===== src/rtl/leaf_uplink_arbiter_pkg.sv =====
// Shared definitions for the root-hub uplink path: beat width, arbiter state
// encoding and the source-index width helper.
package hub_pkg;

   localparam int DATA_W = 64;

   typedef enum logic [0:0] {
      IDLE   = 1'b0,
      LOCKED = 1'b1
   } arb_state_t;

   // A single leaf still needs a 1-bit source tag.
   function automatic int src_w(input int n);
      return (n > 1) ? $clog2(n) : 1;
   endfunction

endpackage


===== src/rtl/leaf_uplink_arbiter_if.sv =====
// Leaf-side input streams and merged output stream of the uplink arbiter.
// slave is the arbiter's view; master is the view of whatever drives the leaves.
interface leaf_uplink_arbiter_if #(
   parameter int NUM_LEAVES = 2,
   parameter int DATA_W     = hub_pkg::DATA_W,
   parameter int SRC_W      = hub_pkg::src_w(NUM_LEAVES)
);
   logic [DATA_W*NUM_LEAVES-1:0] in_data;
   logic [NUM_LEAVES-1:0]        in_valid;
   logic [NUM_LEAVES-1:0]        in_last;
   logic [NUM_LEAVES-1:0]        in_ready;
   logic [DATA_W-1:0]            out_data;
   logic [SRC_W-1:0]             out_src;
   logic                         out_last;
   logic                         out_valid;
   logic                         out_ready;

   modport slave (
      input  in_data, in_valid, in_last, out_ready,
      output in_ready, out_data, out_src, out_last, out_valid
   );

   modport master (
      output in_data, in_valid, in_last, out_ready,
      input  in_ready, out_data, out_src, out_last, out_valid
   );

endinterface


===== src/rtl/leaf_uplink_arbiter_pick.sv =====
// Round-robin priority picker: first requester at or after ptr, wrapping.
// Purely combinational; the doubled request vector handles the wrap.
module rr_priority_pick #(
   parameter int N  = 2,
   parameter int PW = 1
) (
   input  logic [N-1:0]  req,
   input  logic [PW-1:0] ptr,
   output logic [N-1:0]  grant,
   output logic [PW-1:0] index,
   output logic          any
);

   logic [2*N-1:0] dbl;
   logic [N-1:0]   rot;
   logic [PW:0]    sum;
   int             off;

   always_comb begin
      dbl   = {req, req};
      rot   = N'(dbl >> ptr);
      off   = 0;
      any   = 1'b0;
      // Scanning downwards leaves the lowest offset from ptr as the winner.
      for (int k = N - 1; k >= 0; k--) begin
         if (rot[k]) begin
            off = k;
            any = 1'b1;
         end
      end
      sum = {1'b0, ptr} + (PW+1)'(off);
      if (sum >= (PW+1)'(N)) begin
         sum = sum - (PW+1)'(N);
      end
      index = sum[PW-1:0];
      grant = any ? (N'(1) << index) : '0;
   end

endmodule


===== src/rtl/leaf_uplink_arbiter.sv =====
// Merges NUM_LEAVES leaf streams into one registered, source-tagged stream
// with round-robin, message-atomic arbitration.
module leaf_uplink_arbiter #(
   parameter int NUM_LEAVES = 2,
   parameter int DATA_W     = hub_pkg::DATA_W,
   parameter int CNT_W      = 32
) (
   input  logic                    clk,
   input  logic                    reset,
   leaf_uplink_arbiter_if.slave    bus,
   output logic [CNT_W-1:0]        msg_count,
   output logic                    busy
);
   import hub_pkg::*;

   localparam int SRC_W = src_w(NUM_LEAVES);
   localparam logic [0:0] ST_IDLE   = IDLE;
   localparam logic [0:0] ST_LOCKED = LOCKED;

   logic [0:0]            state;
   logic [SRC_W-1:0]      rr_ptr;
   logic [SRC_W-1:0]      lock_id;

   logic [NUM_LEAVES-1:0] pick_grant;
   logic [SRC_W-1:0]      pick_idx;
   logic                  pick_any;

   logic                  locked;
   logic                  slot_free;
   logic [NUM_LEAVES-1:0] sel_onehot;
   logic [SRC_W-1:0]      sel_id;
   logic [DATA_W-1:0]     sel_data;
   logic                  sel_valid;
   logic                  sel_last;
   logic                  accept;

   function automatic logic [SRC_W-1:0] wrap_inc(input logic [SRC_W-1:0] id);
      return (id == SRC_W'(NUM_LEAVES - 1)) ? '0 : id + 1'b1;
   endfunction

   rr_priority_pick #(
      .N  (NUM_LEAVES),
      .PW (SRC_W)
   ) u_pick (
      .req   (bus.in_valid),
      .ptr   (rr_ptr),
      .grant (pick_grant),
      .index (pick_idx),
      .any   (pick_any)
   );

   always_comb begin
      locked     = (state == ST_LOCKED);
      slot_free  = !bus.out_valid || bus.out_ready;
      sel_id     = locked ? lock_id : pick_idx;
      sel_onehot = locked ? (NUM_LEAVES'(1) << lock_id) : pick_grant;
      sel_valid  = |(sel_onehot & bus.in_valid);
      sel_last   = |(sel_onehot & bus.in_last);
      sel_data   = '0;
      for (int i = 0; i < NUM_LEAVES; i++) begin
         if (sel_onehot[i]) begin
            sel_data = bus.in_data[i*DATA_W +: DATA_W];
         end
      end
      // in_ready is forced low while reset is held so no leaf sees a phantom accept.
      accept       = sel_valid && slot_free && reset;
      bus.in_ready = (reset && slot_free) ? sel_onehot : '0;
      busy         = locked;
   end

   // NOTE: all state below uses non-blocking assignments so every register
   // samples the pre-edge values of its peers, regardless of block order.
   always_ff @(posedge clk or negedge reset) begin
      if (!reset) begin
         state   <= ST_IDLE;
         rr_ptr  <= '0;
         lock_id <= '0;
      end else if (accept) begin
         if (locked) begin
            if (sel_last) begin
               state  <= ST_IDLE;
               rr_ptr <= wrap_inc(lock_id);
            end
         end else if (sel_last) begin
            rr_ptr <= wrap_inc(pick_idx);
         end else begin
            state   <= ST_LOCKED;
            lock_id <= pick_idx;
         end
      end
   end

   // Accept and drain in the same cycle simply reloads the register.
   always_ff @(posedge clk or negedge reset) begin
      if (!reset) begin
         bus.out_valid <= 1'b0;
         bus.out_data  <= '0;
         bus.out_src   <= '0;
         bus.out_last  <= 1'b0;
      end else if (accept) begin
         bus.out_valid <= 1'b1;
         bus.out_data  <= sel_data;
         bus.out_src   <= sel_id;
         bus.out_last  <= sel_last;
      end else if (bus.out_ready) begin
         bus.out_valid <= 1'b0;
      end
   end

   always_ff @(posedge clk or negedge reset) begin
      if (!reset) begin
         msg_count <= '0;
      end else if (bus.out_valid && bus.out_ready && bus.out_last) begin
         msg_count <= msg_count + 1'b1;
      end
   end

endmodule


===== src/flat_wrapper.sv =====
// flat-port wrapper written by rule: the top's interface ports become plain ports
module leaf_uplink_arbiter_flat import hub_pkg::*;
#(
   parameter int NUM_LEAVES = 2,
   parameter int DATA_W     = hub_pkg::DATA_W,
   parameter int CNT_W      = 32
)
  (clk, reset, msg_count, busy, bus_in_data, bus_in_valid, bus_in_last, bus_out_ready, bus_in_ready, bus_out_data, bus_out_src, bus_out_last, bus_out_valid);
  leaf_uplink_arbiter_if #(.NUM_LEAVES(NUM_LEAVES), .DATA_W(DATA_W), .SRC_W(1)) bus_i ();
  input  logic clk;
  input  logic reset;
  output logic [CNT_W-1:0] msg_count;
  output logic busy;
  input wire logic [$bits(bus_i.in_data)-1:0] bus_in_data;
  input wire logic [$bits(bus_i.in_valid)-1:0] bus_in_valid;
  input wire logic [$bits(bus_i.in_last)-1:0] bus_in_last;
  input wire logic [$bits(bus_i.out_ready)-1:0] bus_out_ready;
  output wire logic [$bits(bus_i.in_ready)-1:0] bus_in_ready;
  output wire logic [$bits(bus_i.out_data)-1:0] bus_out_data;
  output wire logic [$bits(bus_i.out_src)-1:0] bus_out_src;
  output wire logic [$bits(bus_i.out_last)-1:0] bus_out_last;
  output wire logic [$bits(bus_i.out_valid)-1:0] bus_out_valid;
  assign bus_i.in_data = bus_in_data;
  assign bus_i.in_valid = bus_in_valid;
  assign bus_i.in_last = bus_in_last;
  assign bus_i.out_ready = bus_out_ready;
  assign bus_in_ready = bus_i.in_ready;
  assign bus_out_data = bus_i.out_data;
  assign bus_out_src = bus_i.out_src;
  assign bus_out_last = bus_i.out_last;
  assign bus_out_valid = bus_i.out_valid;
  leaf_uplink_arbiter #(.NUM_LEAVES(NUM_LEAVES), .DATA_W(DATA_W), .CNT_W(CNT_W)) u_core (.clk(clk), .reset(reset), .bus(bus_i), .msg_count(msg_count), .busy(busy));
endmodule

===== config.mk =====
export PLATFORM = sky130hd
export DESIGN_NAME = leaf_uplink_arbiter_flat
export DESIGN_NICKNAME = d
export VERILOG_FILES = /design/src/rtl/leaf_uplink_arbiter_pkg.sv /design/src/rtl/leaf_uplink_arbiter_if.sv /design/src/rtl/leaf_uplink_arbiter_pick.sv /design/src/rtl/leaf_uplink_arbiter.sv /design/src/flat_wrapper.sv
export SDC_FILE = /design/constraint.sdc
export NUM_CORES = 1
export LEC_CHECK = 0
export ABC_AREA = 0
export ABC_CLOCK_PERIOD_IN_PS = 2350
export CELL_PAD_IN_SITES_DETAIL_PLACEMENT = 0
export CELL_PAD_IN_SITES_GLOBAL_PLACEMENT = 2
export CORE_AREA = 2 2 132 166
export DETAILED_ROUTE_END_ITERATION = 16
export DIE_AREA = 0 0 134 168
export GPL_TIMING_DRIVEN = 0
export HOLD_SLACK_MARGIN = 0.03
export PLACE_DENSITY = 0.84
export SETUP_SLACK_MARGIN = 0.02
export SLEW_MARGIN = 20
export SYNTH_ARGS = -nofsm -noshare
export SYNTH_HDL_FRONTEND = slang
export SYNTH_SLANG_ARGS = --single-unit

===== constraint.sdc =====
create_clock -name clk -period 2.35 [get_ports clk]
set_clock_uncertainty 0.2 [all_clocks]
set_input_delay 0.235 -clock clk [delete_from_list [all_inputs] [get_ports clk]]
set_output_delay 0.235 -clock clk [all_outputs]
set_load 0.02 [all_outputs]

==> flow_results.org <==
** Run status
- The flow ran to the end, and the final reports show no timing, DRC or antenna violations.

** Timing
- Across all hold checks on the routed design, the worst slack comes to 117 ps.
- Setup violation total in the final timing report :: 0
- At the pin with the least slew margin, the transition time is around 660 ps.
- Dividing the final minimum period by the clock period gives between 90% and 100%.
- Final hold vios :: 0
- Setup repair after global routing left no endpoint under its margin.
- Post-route setup TNS :: 0 ps
- The clock period could shrink to between 2000 and 2500 ps.
- Maximum achievable frequency :: 460 MHz
- The max-slew violation count is 0.
- Headroom to the max-slew limit :: between 50% and 60%

** Critical path
- Worst R2R Start :: u_core.bus.out_valid
- Cell with the largest stage delay on the worst path :: dfrtp_1
- The kind of cell with the highest combined delay along the critical path is simple AND/OR/NAND/NOR gates.
- Startpoint-to-endpoint class of the critical path :: flop to primary output
- The worst register-to-register path ends at u_core.bus.out_data[32].
- Sort of element at the end of the critical path :: primary output
- Together, buffers and inverters on the worst path number 1.
- The worst register-to-register path has a setup slack of approximately 210 ps.
- Data arrives at the worst endpoint at between 1500 and 2000 ps.
- Crit-path max FO :: 4
- The most critical setup path has its startpoint at u_core.rr_ptr.
- The number of cells on the worst reg-to-reg path is 7.
- Crit path required time :: 1910 ps
- CP peak stage delay :: ~400 ps
- The worst setup path is launched from a flop.
- Traced cell by cell, the critical path runs through and2b_1 -> o21bai_4 -> nor2b_1 -> dlygate4sd2_1.

** Synth
- Ranked by total cell area, the synthesized netlist is headed by dfrtp_1 (54%), nor2_1 (10%), a221oi_1 (7.8%).
- Post-synthesis cell count :: between 400 and 500
- Sequential cell area fraction in the yosys report :: 53.8%
- Syn. warnings :: 0
- When the netlist entered floorplanning its net count stood at about 580.
- By count the netlist is led by nor2_1 (132), dfrtp_1 (102), a221oi_1 (42), xnor2_1 (25), a221oi_2 (22).
- Yosys mapped the design onto 42 distinct sky130hd cell types.
- Most common cell in the synthesized netlist :: nor2_1
- Avg Synthesized Cell Area :: between 10 and 15 um2
- The share of synthesized area in the top cell type comes to between 50% and 60%.
- Flops & latches, synth :: between 100 and 150
- Post-synthesis instance area :: 4740 um2
- For this run, asynchronously set or reset flops after synthesis account for 100%.
- Cell type contributing the most total cell area after synthesis :: dfrtp_1
- Dominant synthesized flop cell :: dfrtp_1
- In this run, synthesis inferred 0 flip-flops with an integrated enable.

** CTS
- Max Buffers Root-to-Sink :: 2
- Clock net sink count :: around 100
- CTS tree :: built
- TritonCTS created 9 clock buffers.
- Clock Tree Root :: clkbuf_16
- At the later pin of the worst-skew pair, clock insertion delay measures 350 ps.
- CTS built an H-tree with a depth of 3.
- Clock transition at path regs :: roughly 80 ps

** Die
- Row count :: 60
- The initial utilization of the core area, before any placement, comes to approximately 22%.
- Number of top-level pins :: between 200 and 250
- Core area :: between 20000 and 25000 um2
- Height of the die :: roughly 170 um
- The floorplan step defined a die boundary enclosing approximately 23000 um2.
- Width of the die :: between 100 and 150 um

** Worst hold path
- Worst min-delay path class :: primary input to flop
- The worst hold path terminates at u_core.bus.out_src.
- Worst hold path startpoint :: bus_in_valid[1]
- Cell depth of the worst min-delay path :: 2

** Run
- Max-Cap Viols :: 0

** Finish
- Net count of the finished layout :: 830
- At the end of the flow the core is filled with cells to a little under two fifths.
- In the final layout, flip-flops and latches occupy 2550 um2.
- Fin cells :: roughly 980
- Area added between synthesis and finish :: 64.8%
- Of the cells placed in the final design, the portion with a size suffix greater than 1 is 11.3%.
- Antenna Diode Count :: 0
- The multi-input combinational cells in the finished layout cover a total of between 1500 and 2000 um2.
- After routing the design area is 7820 um2.
- The layout has about 2100 filler cells.

** Routing
- DRC violation count after routing :: 0
- For this block, the initial DRC count from the detailed router was 183.
- Router iterations before antenna repair :: 4
- Antenna-violating nets left :: 0
- In the final routed layout, each cell accounts on average for around 17 um.
- Detailed routing inserted a total of around 4300 vias.
- In the routed layout, each cell is associated on average with a via count of 4.43.
- Wires add up to between 15 and 20 mm.

** Global routing
- Number of global-route vias before repair :: 4450
- The total overflow left after global routing is 0.
- Initial antenna violation count :: 0
- The first global-routing pass estimated between 20 and 30 mm of wire.
- Entering global routing, the biggest net connects 62 pins.
- For this run, the total global-route usage over all layers was measured as 14.6%.

** Place
- Half-perimeter wire length of the detailed placement result :: around 12 mm
- Routability congestion estimate :: about 0.73
- Post-detailed-placement cell area :: between 7000 and 8000 um2
- Number of cells in the design after placement :: 959
- Port-buffer cells :: approximately 240

** Power and ir drop
- In this run the power density over the cells is between 1000 and 1500 nW/um2.
- Across the VDD grid, the largest voltage drop is 0.506 mV.
- For this design the static power due to leakage is around 0.0032 uW.
[repair_timing]
action / in CTS / in global routing
buffers inserted: 0 / 2
resized for setup: 6 / 4
hold endpoints to repair: 41 / 0
hold buffers: 2 / 0
setup endpoints to repair: 2 / 5
[routing by layer]
layer / global-route usage [%] / wire length [um]
met1: 18.1 / 6770
met2: 24.2 / 7880
met3: 3.94 / 1180
met4: 5.78 / 384
met5: 0 / 0
[final cells by class]
class,instances,share of cell area (%)
inverters,4,0.192
clock inverters,6,0.816
repair buffers,241,31.2
well taps,279,4.47
plain buffers,29,2.31
flip-flops and latches,102,32.7
clock buffers,9,2.88
multi-input cells,307,25.5
[worst max path at each step]
stage / endpoint / cells past startpoint / slack (ps)
detailed placement: bus_in_ready[0] / 7 / -370
finish: bus_in_ready[1] / 4 / 180
floorplan: bus_in_ready[0] / 5 / 410
global placement: u_core.bus.out_data[8] / 6 / -4490
CTS: bus_in_ready[0] / 6 / 20
global route: u_core.bus.out_data[32] / 7 / 60
[metrics by stage]
| stage | setup WS [ps] | total power, uW |
|---|---|---|
| 2_1_floorplan | 411 | 5230 |
| 3_3_place_gp | -4490 | 7470 |
| 3_5_place_dp | -369 | 7480 |
| 4_1_cts | 21.0 | 9040 |
| 5_1_grt | 60.7 | 9480 |
| 6_report | 178 | 8870 |
[power by group]
part | switching (uW) | internal (uW) | leakage [uW] | total [uW]
Combinational | 2530 | 2050 | 0.00179 | 4580
Sequential | 384 | 2400 | 0.00123 | 2780
Clock | 689 | 819 | 0.000137 | 1510
[cell usage in the layout (no fill, tap or decap), types with 9 or more instances in the layout]
master	n
clkdlybuf4s50_1	232
nor2_1	132
dfrtp_1	101
a221oi_1	42
xnor2_1	25
a221oi_2	22
buf_2	15
nand3_1	14
nand2_1	13
nand4_1	9
clkbuf_16	9
[kinds of logic after synthesis]
family	synth area share (%)
multiplexers	0.686
buffers and inverters	4.25
AND/OR/NAND/NOR	18.2
adder cells (fa/ha/maj)	0.264
flip-flops	53.8
AO/OA/AOI/OAI	17.1
XOR/XNOR	5.73
[state kept, by name, summed over array words and instances, names as in the netlist]
signal / cells
u_core.rr_ptr: 1
u_core.bus.out_valid: 1
u_core.lock_id: 1
u_core.busy: 1
u_core.msg_count: 32
u_core.bus.out_src: 1
u_core.bus.out_last: 1
u_core.bus.out_data: 64
Power figures use the tool's default switching activity.
